## config.mk

```make
export PLATFORM = sky130hd
export DESIGN_NAME = issue_hazard_ctrl
export DESIGN_NICKNAME = d
export VERILOG_FILES = /design/src/rtl/issue_hazard_ctrl.sv
export SDC_FILE = /design/constraint.sdc
export NUM_CORES = 1
export LEC_CHECK = 0
export BUFFER_PORTS_ARGS = -buffer_cell sky130_fd_sc_hd__buf_2
export CAP_MARGIN = 0
export CORE_MARGIN = 1
export CORE_UTILIZATION = 25
export CTS_CLUSTER_DIAMETER = 40
export DETAILED_ROUTE_END_ITERATION = 8
export PLACE_DENSITY = 0.43
export RECOVER_POWER = 100
export SYNTH_ARGS = -nofsm -noshare
export SYNTH_HDL_FRONTEND = slang
export SYNTH_SLANG_ARGS = --single-unit
```

## constraint.sdc

```tcl
create_clock -name clk -period 6.9 [get_ports clk]
set_clock_uncertainty 0.05 [all_clocks]
set_input_delay 0.69 -clock clk [delete_from_list [all_inputs] [get_ports clk]]
set_output_delay 0.69 -clock clk [all_outputs]
set_load 0.005 [all_outputs]
```

## src/rtl/issue_hazard_ctrl.sv

```systemverilog
// rtl/issue_hazard_ctrl.sv - issue-stage load-use scoreboard, multi-cycle and flush hazard controller
module issue_hazard_ctrl #(
   parameter int NUM_REGS   = 32,
   parameter int LOAD_LAT   = 2,
   parameter int CNT_W      = 2,
   parameter int FLUSH_HOLD = 1
) (
   input  logic       clk,
   input  logic       reset,
   input  logic       is_valid_i,
   input  logic [4:0] is_rj_i,
   input  logic [4:0] is_rkd_i,
   input  logic       is_rj_use_i,
   input  logic       is_rkd_use_i,
   input  logic       is_gr_we_i,
   input  logic [4:0] is_dest_i,
   input  logic       is_res_from_mem_i,
   input  logic       is_multicycle_i,
   input  logic       es_allowin_i,
   input  logic       pipe_adv_i,
   input  logic       mc_done_i,
   input  logic       flush_req_i,
   output logic       is_stall_o,
   output logic       is_flush_o,
   output logic       issue_go_o,
   output logic [1:0] stall_cause_o,
   output logic       sb_busy_o
);

   localparam int HOLD_W = (FLUSH_HOLD > 1) ? $clog2(FLUSH_HOLD + 1) : 1;

   typedef enum logic [1:0] {
      ST_IDLE    = 2'd0,
      ST_MC_BUSY = 2'd1,
      ST_FLUSH   = 2'd2
   } state_t;

   state_t              state;
   state_t              state_next;
   logic [HOLD_W-1:0]   hold;
   logic [HOLD_W-1:0]   hold_next;
   logic                flush_q;

   // Entry 0 exists only so 5-bit indices map directly; it is pinned to zero.
   logic [CNT_W-1:0]    cnt [NUM_REGS];

   logic                hazard_rj;
   logic                hazard_rkd;
   logic                hazard;
   logic                load_set;
   logic                stall;
   logic                go;

   // Source hazard: a read, nonzero source whose producing load is still in flight.
   always_comb begin
      hazard_rj  = is_rj_use_i  && (is_rj_i  != 5'd0) && (cnt[is_rj_i]  != '0);
      hazard_rkd = is_rkd_use_i && (is_rkd_i != 5'd0) && (cnt[is_rkd_i] != '0);
      hazard     = hazard_rj || hazard_rkd;
   end

   // Stall and issue strobe; issue is judged against the current FSM state only.
   always_comb begin
      stall    = (state != ST_IDLE) || (is_valid_i && hazard);
      go       = is_valid_i && es_allowin_i && !stall;
      load_set = go && is_res_from_mem_i && is_gr_we_i && (is_dest_i != 5'd0);
   end

   // Stall cause priority: flush recovery, then multi-cycle op, then load-use.
   always_comb begin
      stall_cause_o = 2'b00;
      if (state == ST_FLUSH) begin
         stall_cause_o = 2'b11;
      end else if (state == ST_MC_BUSY) begin
         stall_cause_o = 2'b10;
      end else if (is_valid_i && hazard) begin
         stall_cause_o = 2'b01;
      end
   end

   // Scoreboard counters: a new load sets LOAD_LAT and beats the same-cycle decrement.
   always_ff @(posedge clk or posedge reset) begin
      if (reset) begin
         for (int i = 0; i < NUM_REGS; i++) begin
            cnt[i] <= '0;
         end
      end else begin
         for (int i = 0; i < NUM_REGS; i++) begin
            if (i == 0) begin
               cnt[i] <= '0;
            end else if (load_set && (is_dest_i == 5'(i))) begin
               cnt[i] <= CNT_W'(LOAD_LAT);
            end else if (pipe_adv_i && (cnt[i] != '0)) begin
               cnt[i] <= cnt[i] - CNT_W'(1);
            end
         end
      end
   end

   // Scoreboard busy: any register still waiting on load data.
   always_comb begin
      sb_busy_o = 1'b0;
      for (int i = 1; i < NUM_REGS; i++) begin
         sb_busy_o = sb_busy_o || (cnt[i] != '0);
      end
   end

   // Next state: flush beats everything, including a same-cycle multi-cycle issue.
   always_comb begin
      state_next = state;
      hold_next  = hold;
      case (state)
         ST_IDLE: begin
            if (flush_req_i) begin
               state_next = ST_FLUSH;
               hold_next  = HOLD_W'(FLUSH_HOLD);
            end else if (go && is_multicycle_i) begin
               state_next = ST_MC_BUSY;
            end
         end
         ST_MC_BUSY: begin
            if (flush_req_i) begin
               state_next = ST_FLUSH;
               hold_next  = HOLD_W'(FLUSH_HOLD);
            end else if (mc_done_i) begin
               state_next = ST_IDLE;
            end
         end
         ST_FLUSH: begin
            if (flush_req_i) begin
               hold_next = HOLD_W'(FLUSH_HOLD);
            end else if (hold <= HOLD_W'(1)) begin
               state_next = ST_IDLE;
               hold_next  = '0;
            end else begin
               hold_next = hold - HOLD_W'(1);
            end
         end
         default: begin
            state_next = ST_IDLE;
            hold_next  = '0;
         end
      endcase
   end

   // FSM state and flush-hold register.
   always_ff @(posedge clk or posedge reset) begin
      if (reset) begin
         state <= ST_IDLE;
         hold  <= '0;
      end else begin
         state <= state_next;
         hold  <= hold_next;
      end
   end

   // Flush pulse to IQ/IS, one cycle after each request.
   always_ff @(posedge clk or posedge reset) begin
      if (reset) begin
         flush_q <= 1'b0;
      end else begin
         flush_q <= flush_req_i;
      end
   end

   assign is_stall_o = stall;
   assign issue_go_o = go;
   assign is_flush_o = flush_q;

endmodule

```

======== Word-level counts from Yosys, hierarchy flattened ========
Cells that the tools add are included.
word-level totals
  output and inout port bits .............. 6
  flip-flop bits (word level) ............. 66
  input bits .............................. 27
  logic and storage cells ................. 368
cells by class
  bitwise gates (word level) .............. 2
  magnitude comparators ................... 3
  equality and inequality tests ........... 38
  mux-type cells .......................... 82
  add/subtract/negate cells ............... 32
  reduce and logical (&&, ||, !) cells .... 177
operator list
  cell                                                   count
  2-to-1 mux 2 bit                                       74
  nonzero test 2 bit                                     65
  == test 5 bit, second input constant                   16
  logical AND 1 bit                                      73
  subtractor 2 x 1 -> 2 bit, second input constant       31
  == test 5 x 4 -> 1 bit, second input constant          8
  logical OR 1 bit                                       32
  binary-select mux 2 bit (select 5 bit)                 2
  == test 5 x 3 -> 1 bit, second input constant          4
  nonzero test 5 bit                                     3
  >= comparator 6 bit, second input constant             2
  inverter 5 -> 6 bit                                    2
  == test 5 x 2 -> 1 bit, second input constant          2
  inequality test 3 bit, second input constant           2
  one-hot mux 2 bit (3 select lines)                     1
  == test 5 x 1 -> 1 bit, second input constant          1
  2-to-1 mux 1 bit                                       4
  inequality test 2 x 1 -> 1 bit, second input constant  2
  AND reduction 4 bit                                    1
  == test 2 x 1 -> 1 bit, second input constant          1
  == test 2 bit, second input constant                   1
  zero test 2 bit                                        1
  inequality test 2 bit, second input constant           1
  one-hot mux 1 bit (2 select lines)                     1
  other kinds (4)                                        4

======== Longest topological paths before layout ========
Gate-level depths: netlist of run 1.
  depth after elaboration ................. 31
  gate-level depth with buffers ........... 11
  gate-level depth less buffers ........... 7

======== Worst setup path after synthesis of run 1 ========
No wires, ideal clock.
  path type ............................... input -> output
  start point ............................. input port is_rkd_i[1]
  end point ............................... output port issue_go_o
  arrival time ............................ 2523 ps
  stages on the path ...................... 10
  setup slack ............................. 3637 ps
  cell sequence ........................... buf_4 > or3b_1 > o311ai_1 > a211oi_1 > or4_1 > a22oi_2 > nand2_1 > buf_6 > buf_2 > nor2_1
on the way
  longest elaborated chain between the ends .. 11
  elaborated cells on any way between the ends .. 13
RTL lines
  item                                                  RTL line  RTL
  from (decl)                                           12        input logic [4:0] is_rkd_i,
  inverter 5 -> 6 bit (not written as such)             57        hazard_rkd = is_rkd_use_i && (is_rkd_i != 5'd0) && (cnt[is_rkd_i] != '0);
  binary-select mux 2 bit (select 5 bit)                57
  2-to-1 mux 2 bit (not written as such) (2 in series)  57
  nonzero test 2 bit                                    57
  logical AND 1 bit (*)                                 57
  logical OR 1 bit (*)                                  58        hazard = hazard_rj || hazard_rkd;
  logical AND 1 bit (*)                                 63        stall = (state != ST_IDLE) || (is_valid_i && hazard);
  logical OR 1 bit (*)                                  63
  zero test 1 bit (*)                                   64        go = is_valid_i && es_allowin_i && !stall;
  logical AND 1 bit (*)                                 64
  to (decl)                                             25        output logic issue_go_o,
Mark *: on every way between the ends. The rest lies on a longest branch, timed or not. The select of a mux whose other input is x is not followed.

======== Final worst setup path of run 1 ========
  start point ............................. input port is_rkd_i[1]
  end point ............................... register cnt[22] (netlist name)
on the way
  longest elaborated chain between the ends .. 16
  elaborated cells on any way between the ends .. 19
RTL lines
  item                                                           RTL line  RTL
  inverter 5 -> 6 bit (not written as such)                      57
  binary-select mux 2 bit (select 5 bit)                         57
  2-to-1 mux 2 bit (not written as such) (2 in series)           57
  nonzero test 2 bit                                             57
  logical AND 1 bit (*)                                          57
  logical OR 1 bit (*)                                           58
  logical AND 1 bit (*)                                          63
  logical OR 1 bit (*)                                           63
  zero test 1 bit (*)                                            64
  logical AND 1 bit (*)                                          64
  logical AND 1 bit (*) (3 in series)                            65        load_set = go && is_res_from_mem_i && is_gr_we_i && (is_dest_i != 5'd0);
  logical AND 1 bit (*)                                          90        end else if (load_set && (is_dest_i == 5'(i))) begin
  2-to-1 mux 2 bit / nonzero test 2 bit (equally long branches)  --
  to (signal, indexed assignment)                                91        cnt[i] <= CNT_W'(LOAD_LAT);
  to (signal, indexed assignment)                                93        cnt[i] <= cnt[i] - CNT_W'(1);
  to (decl)                                                      45        logic [CNT_W-1:0] cnt [NUM_REGS];
Marked as above.
A chain may end at the register's enable or synchronous reset.

==> results of run 1 <==
worst max-delay path: cells and delay by family:
| kind | cells | cell delay [ps] |
|---|---|---|
| buffers and inverters | 2 | 1770 |
| AND/OR/NAND/NOR | 3 | 1170 |
| AO/OA/AOI/OAI | 4 | 720 |
cells by family (layout without fill, tap and decap cells):
group	after synthesis	in the layout
compound gates	129	129
xor+xnor	31	31
fa+ha+maj	34	34
buf+inv	93	121
flops	65	65
mux	8	8
simple gates	172	172
worst paths after layout:
check | end | slack, ps | depth (start not counted)
worst max register to register | cnt[22] | 3220 | 8
worst min-delay path | is_flush_o | 450 | 1
worst max-delay path | cnt[22] | 2620 | 9
min in group asynchronous | cnt[41] | 1760 | 3
worst min register to register | cnt[19] | 490 | 2
max in group asynchronous | cnt[61] | 2870 | 3
routing by layer:
metal	up-vias	track usage	wire, µm
li1	1917	-	-
met1	1925	0.217	6870
met2	56	0.293	7300
met3	16	0.0412	645
met4	0	0.0429	220
met5	-	0	0
sequential cells by signal, indices dropped and copies added, names as in the netlist:
signal / count
cnt: 62
state: 2
is_flush_o: 1
where the power goes:
part	leakage, nW	switching [mW]	internal [mW]
Sequential	0.741	0.176	0.580
Combinational	1.38	0.517	0.440
Clock	0.155	0.183	0.298
layout make-up:
| cell class | count | share of cell area |
|---|---|---|
| Clock inverter | 5 | 0.0103 |
| Tap cell | 229 | 0.0546 |
| Timing Repair Buffer | 36 | 0.0332 |
| Sequential cell | 65 | 0.310 |
| Inverter | 69 | 0.0494 |
| Clock buffer | 11 | 0.0482 |
| Multi-Input combinational cell | 374 | 0.494 |
cell usage in the layout (no fill, tap or decap), types with 9 or more instances in the layout:
master	instances
nand4_1	9
nand2_1	44
buf_2	26
a31oi_1	30
ha_1	34
dfrtp_1	65
nor3_1	16
nor2_1	28
xnor2_1	31
o31ai_1	28
nor2b_1	35
clkbuf_16	9
o21ai_0	41
inv_1	68
==> run_results.csv, run 1 <==
group,metric,value,unit
timing,setup_viol,0,
synthesis,async_flop_share,1.00,
floorplanning,rows,49,
synthesis,synth_cell_type_count,49,
timing,hold_viol,0,
route,avgViaCountPerCell,4.96,
synthesis,synth_cells,532,
floorplanning,io_pins,33,
critical_path,rr_startpoint,"cnt[56]",
global_route,grtUsageTotal,0.172,
critical_path,cp.arrival,4370,ps
timing,setup_tns,0,ps
critical_path,max_stage_delay,1140,ps
cells_and_area,syn2layout_area_growth,13.9,%
clocking,cts_tree,"built",
synthesis,syn-num-nets,593,
min_path,hp-class,"input port to flop",
placed_design,port_buffers,32,
synthesis,yosys.area_share.adder,0.0924,
timing,worst_slack,2620,ps
clocking,post_cts_resized,0,
timing,slew_violations,132,
min_path,worstHoldStart,"flush_req_i",
synthesis,yosys_warnings,0,
clocking,clkTransAtPathRegs,60,ps
timing,hold_slack,454,ps
route,routedWlPerCell,19.1,µm
critical_path,end_kind,"flop",
cells_and_area,design_area,5250,µm²
cells_and_area,diodes,0,
critical_path,crit_type,"input port to flop",
clocking,clockBufferDepth,2,
power,ir_drop,0.133,mV
synthesis,synth_xor_area_frac,0.0590,
critical_path,crit_path_frequent_cell,"clkbuf_1",
synthesis,ys_seq_elements,65,
power,leakagePower,2.28,nW
placed_design,pre_cts_ws,3390,ps
synthesis,netlist_area,4600,µm²
cells_and_area,nets,616,
critical_path,start_kind,"input port",
floorplanning,initial_core_util,0.255,
global_route,grt_start_max_net_pins,66,
route,drc_errors,0,
timing,worst_pin_slew,3820,ps
placed_design,dp.cells,773,
synthesis,synth_mux_area_frac,0.0364,
synthesis,synth_top_cell_by_area,"dfrtp_1",
synthesis,yosysTopAreaCellShare,0.353,
cells_and_area,fillers,1945,
cells_and_area,fin_util,0.291,
route,ant_nets,0,
global_route,overflow,0,
floorplanning,coreArea,18000,µm²
power,power_density,418,nW/µm²
floorplanning,die_area,19000,µm²
synthesis,synth_common_cells,"inv_1 (68), dfrtp_1 (65), nand2_1 (44), o21ai_0 (38), nor2b_1 (35)",
clocking,cts_max_level,3,
timing,relSlewSlack,-1.55,
synthesis,synth_edf_count,0,
timing,max_freq,0.234,GHz
run_status,status,"finished with violations",
clocking,postCtsHoldBufs,0,
synthesis,avgSynthCellArea,8.65,µm²
run_status,failed_checks,"capacitance limit, slew limit",
synthesis,synth_area_leaders,"dfrtp_1 (35%), ha_1 (9.2%), xnor2_1 (5.9%)",
route,wl,15.0,mm
synthesis,seq_area_frac_synth,0.353,
global_route,grt_pass1_vias,4036,
global_route,grt_pass1_wl,23.5,mm
power,finalPower,2.19,mW
run,drv_cap,3,
floorplanning,die_h,138,µm
clocking,clock-root-buffer,"clkbuf_16",
clocking,clk_latency,350,ps
synthesis,synth.most_common_cell,"inv_1",
global_route,antenna_found_initial,0,
timing,post-route-min-period,4280,ps
synthesis,ys.flop_type,"dfrtp_1",
placed_design,hpwl,10.7,mm
critical_path,path_cells,"clkbuf_1, or3b_1, o311ai_0, a211oi_1, or4_1, a22oi_1, and2_0, clkbuf_1, a31oi_1",
cells_and_area,seq_area,1630,µm²
route,first_iter_violations,186,
critical_path,setup.worst_path.start,"is_rkd_i[1]",
timing,period_share,0.621,
route,dr_total_vias,3914,
synthesis,yosys.area_share.simple,0.194,
route,drtPass1Iterations,4,
timing,rsz0062_at_grt,"false",
clocking,numCtsBuffers,9,
placed_design,dpl_cell_area,4960,µm²
critical_path,worstPathMaxFanout,27,
cells_and_area,drive_gt1_frac,0.0982,
placed_design,gp_congestion,0.800,
cells_and_area,finalNonFillerCells,789,
clocking,cts.sinks,65,
critical_path,cpMaxStageDelayCell,"clkbuf_1",
cells_and_area,multi_input_area,2590,µm²
critical_path,worstPathRequired,6990,ps
synthesis,synth_top_family_by_area,"simple AND/OR/NAND/NOR gates",
floorplanning,die_w,138,µm
clocking,post_cts_buffers,0,
synthesis,synth-compound-area-share,0.182,
No activity file was read; power rests on OpenSTA's default activity.
==> run 2, diff against run 1 <==
- ABC_AREA: not set -> 1
- PLACE_DENSITY: 0.43 -> 0.44
- clock period: 6.9 -> 3.53 ns (I/O delays scaled with it)
==> run 2 against run 1 <==
  * The flow finishes with violations (DRC)
  * Synthesized area grew 1.8%
  * Non-clock buffer count shrank 1
  * Worst hold slack lost 330 ps
  * Total power grew 94%
  * Worst setup slack lost 2000 ps
  * Count of clock-buffer cells in the layout grew 3
  * Utilization grew 0.63 points
  * Largest cell class unchanged
  * Highest routed layer unchanged
==> run_results.csv, run 2 <==
group,metric,value,unit
timing,period_share,0.834,
floorplanning,io_pins,33,
min_path,hp-class,"input port to flop",
clocking,clk_latency,340,ps
timing,setup_tns,0,ps
route,wl_met2,5.97,mm
timing,worst_pin_slew,1280,ps
route,wl_met3,589,µm
run_status,failed_checks,"DRC",
critical_path,cp.arrival,2540,ps
power,leakagePower,2.70,nW
power,power_density,787,nW/µm²
clocking,post_cts_buffers,0,
cells_and_area,finalNonFillerCells,964,
global_route,grt_start_max_net_pins,63,
placed_design,dp.cells,947,
cells_and_area,final_cell_mix,"nor2_1 (145), nand2_1 (136), inv_1 (123), dfrtp_1 (65), o21ai_0 (43)",
route,drtPass1Iterations,9,
global_route,overflow,0,
placed_design,hpwl,10.6,mm
cells_and_area,syn2layout_area_growth,15.1,%
clocking,postCtsHoldBufs,1,
route,avgViaCountPerCell,4.49,
synthesis,synth_edf_count,0,
placed_design,gp_congestion,0.951,
clocking,clkTransAtPathRegs,50,ps
cells_and_area,diodes,0,
clocking,cts_max_level,3,
cells_and_area,final_common_cell,"nor2_1",
synthesis,netlist_area,4690,µm²
timing,setup_viol,0,
power,ir_drop,0.247,mV
critical_path,start_kind,"input port",
timing,max_freq,0.340,GHz
synthesis,synth.most_common_cell,"nor2_1",
synthesis,yosysTopAreaCellShare,0.347,
route,routedWlPerCell,14.4,µm
route,highest_layer,"met4",
cells_and_area,largest_reg_flops,62,
cells_and_area,drive_gt1_frac,0.0694,
floorplanning,die_h,139,µm
placed_design,port_buffers,32,
run_status,status,"finished with violations",
synthesis,avgSynthCellArea,6.73,µm²
critical_path,worstPathMaxFanout,12,
synthesis,syn-num-nets,758,
run,drv_cap,0,
clocking,cts.sinks,65,
global_route,grt_pass1_vias,4038,
critical_path,crit_type,"input port to output pin",
clocking,clockBufferDepth,2,
cells_and_area,top_register,"cnt",
route,wl,13.9,mm
clocking,cts_tree,"built",
timing,relSlewSlack,0.147,
route,dr_total_vias,4328,
timing,hold_slack,128,ps
timing,post-route-min-period,2940,ps
floorplanning,coreArea,18100,µm²
global_route,grtUsageTotal,0.152,
global_route,grt_pass1_wl,22.2,mm
clocking,clock-root-buffer,"clkbuf_16",
floorplanning,rows,49,
timing,rsz0062_at_grt,"false",
global_route,antenna_found_initial,0,
critical_path,worstPathRequired,3130,ps
route,drc_errors,3,
timing,hold_viol,0,
synthesis,synth_top_cell_by_area,"dfrtp_1",
cells_and_area,nets,791,
floorplanning,die_area,19300,µm²
floorplanning,initial_core_util,0.258,
clocking,post_cts_resized,0,
critical_path,end_kind,"output pin",
clocking,numCtsBuffers,9,
synthesis,yosys_warnings,0,
synthesis,synth_cells,697,
route,first_iter_violations,227,
synthesis,ys_seq_elements,65,
synthesis,synth_common_cells,"nor2_1 (145), nand2_1 (136), inv_1 (123), dfrtp_1 (65), a21oi_1 (39)",
route,ant_nets,0,
synthesis,ys.flop_type,"dfrtp_1",
synthesis,synth_cell_type_count,24,
route,drt-met1-wl,7.15,mm
synthesis,async_flop_share,1.00,
floorplanning,die_w,139,µm
synthesis,synth_area_leaders,"dfrtp_1 (35%), nor2_1 (12%), nand2_1 (11%)",
synthesis,seq_area_frac_synth,0.347,
timing,slew_violations,0,
## run 2: cell types whose count changed after synthesis, sizes merged, moves of 7 or more
cell    change
nor2      +120
nand2      +92
inv        +57
a21oi      +36
nor2b      -35
xnor2      -31
xor2       +31
a31oi      -30
nand3      +30
o31ai      -28
nor3       -14
clkbuf     -10
mux4        -7
## run 2: per-layer routing
metal | global-route usage | vias to the layer above
met5 | 0 | -
met3 | 0.0294 | 11
li1 | - | 2230
met1 | 0.219 | 1996
met4 | 0.0433 | 0
met2 | 0.230 | 91
## run 2: kinds of logic (layout without fill, tap and decap cells)
group,after synthesis,count (layout),synth area share
fa+ha+maj,34,34,0.0907
buf+inv,139,177,0.113
flops,65,65,0.347
xor+xnor,31,31,0.0579
compound gates,90,90,0.0993
simple gates,338,338,0.292
## run 2: through the flow
step                utilization  setup WS [ps]  power [mW]  instance area [µm²]
floorplan                     -           1500        2.89                 4690
global placement          0.281            824        3.40                 5110
detailed placement        0.281            860        3.40                 5110
CTS                       0.298            756        4.32                 5410
global route              0.297            353        4.72                 5400
finish                    0.297            586        4.25                 5400
## run 2: critical path, cell delays in order
cell	delay [ps]
clkbuf_1	450
inv_1	340
nand2_1	270
nor2_1	70
nor2_1	170
nand2_1	70
nand3_1	80
nand2_1	50
nand2_1	50
nand3_1	60
nand2_1	140
nand2_1	120
o21bai_1	160
clkbuf_1	130
## run 2: cell type report
class	instances	area, µm²
fillers	2027	12800
repair buffers	35	190
multi-input cells	493	2530
inverters	126	473
flip-flops and latches	65	1630
clock buffers	14	284
well taps	229	287
clock inverters	2	10.0
## run 2: where the power goes
group	switching, mW	total, mW	internal [mW]
logic	1.15	1.92	0.766
clock network	0.341	0.891	0.550
registers	0.304	1.43	1.13
## run 2: worst paths after layout
path                       cells past startpoint         from  slack [ps]          endpoint
max in group asynchronous                      4        reset        1060           cnt[14]
setup reg to reg                              14      cnt[24]        1270            cnt[6]
min in group asynchronous                      3        reset         650           cnt[58]
setup / recovery                              14  is_rkd_i[1]         590  stall_cause_o[0]
hold / removal                                 1  flush_req_i         130        is_flush_o
hold reg to reg                                2      cnt[57]         440           cnt[57]
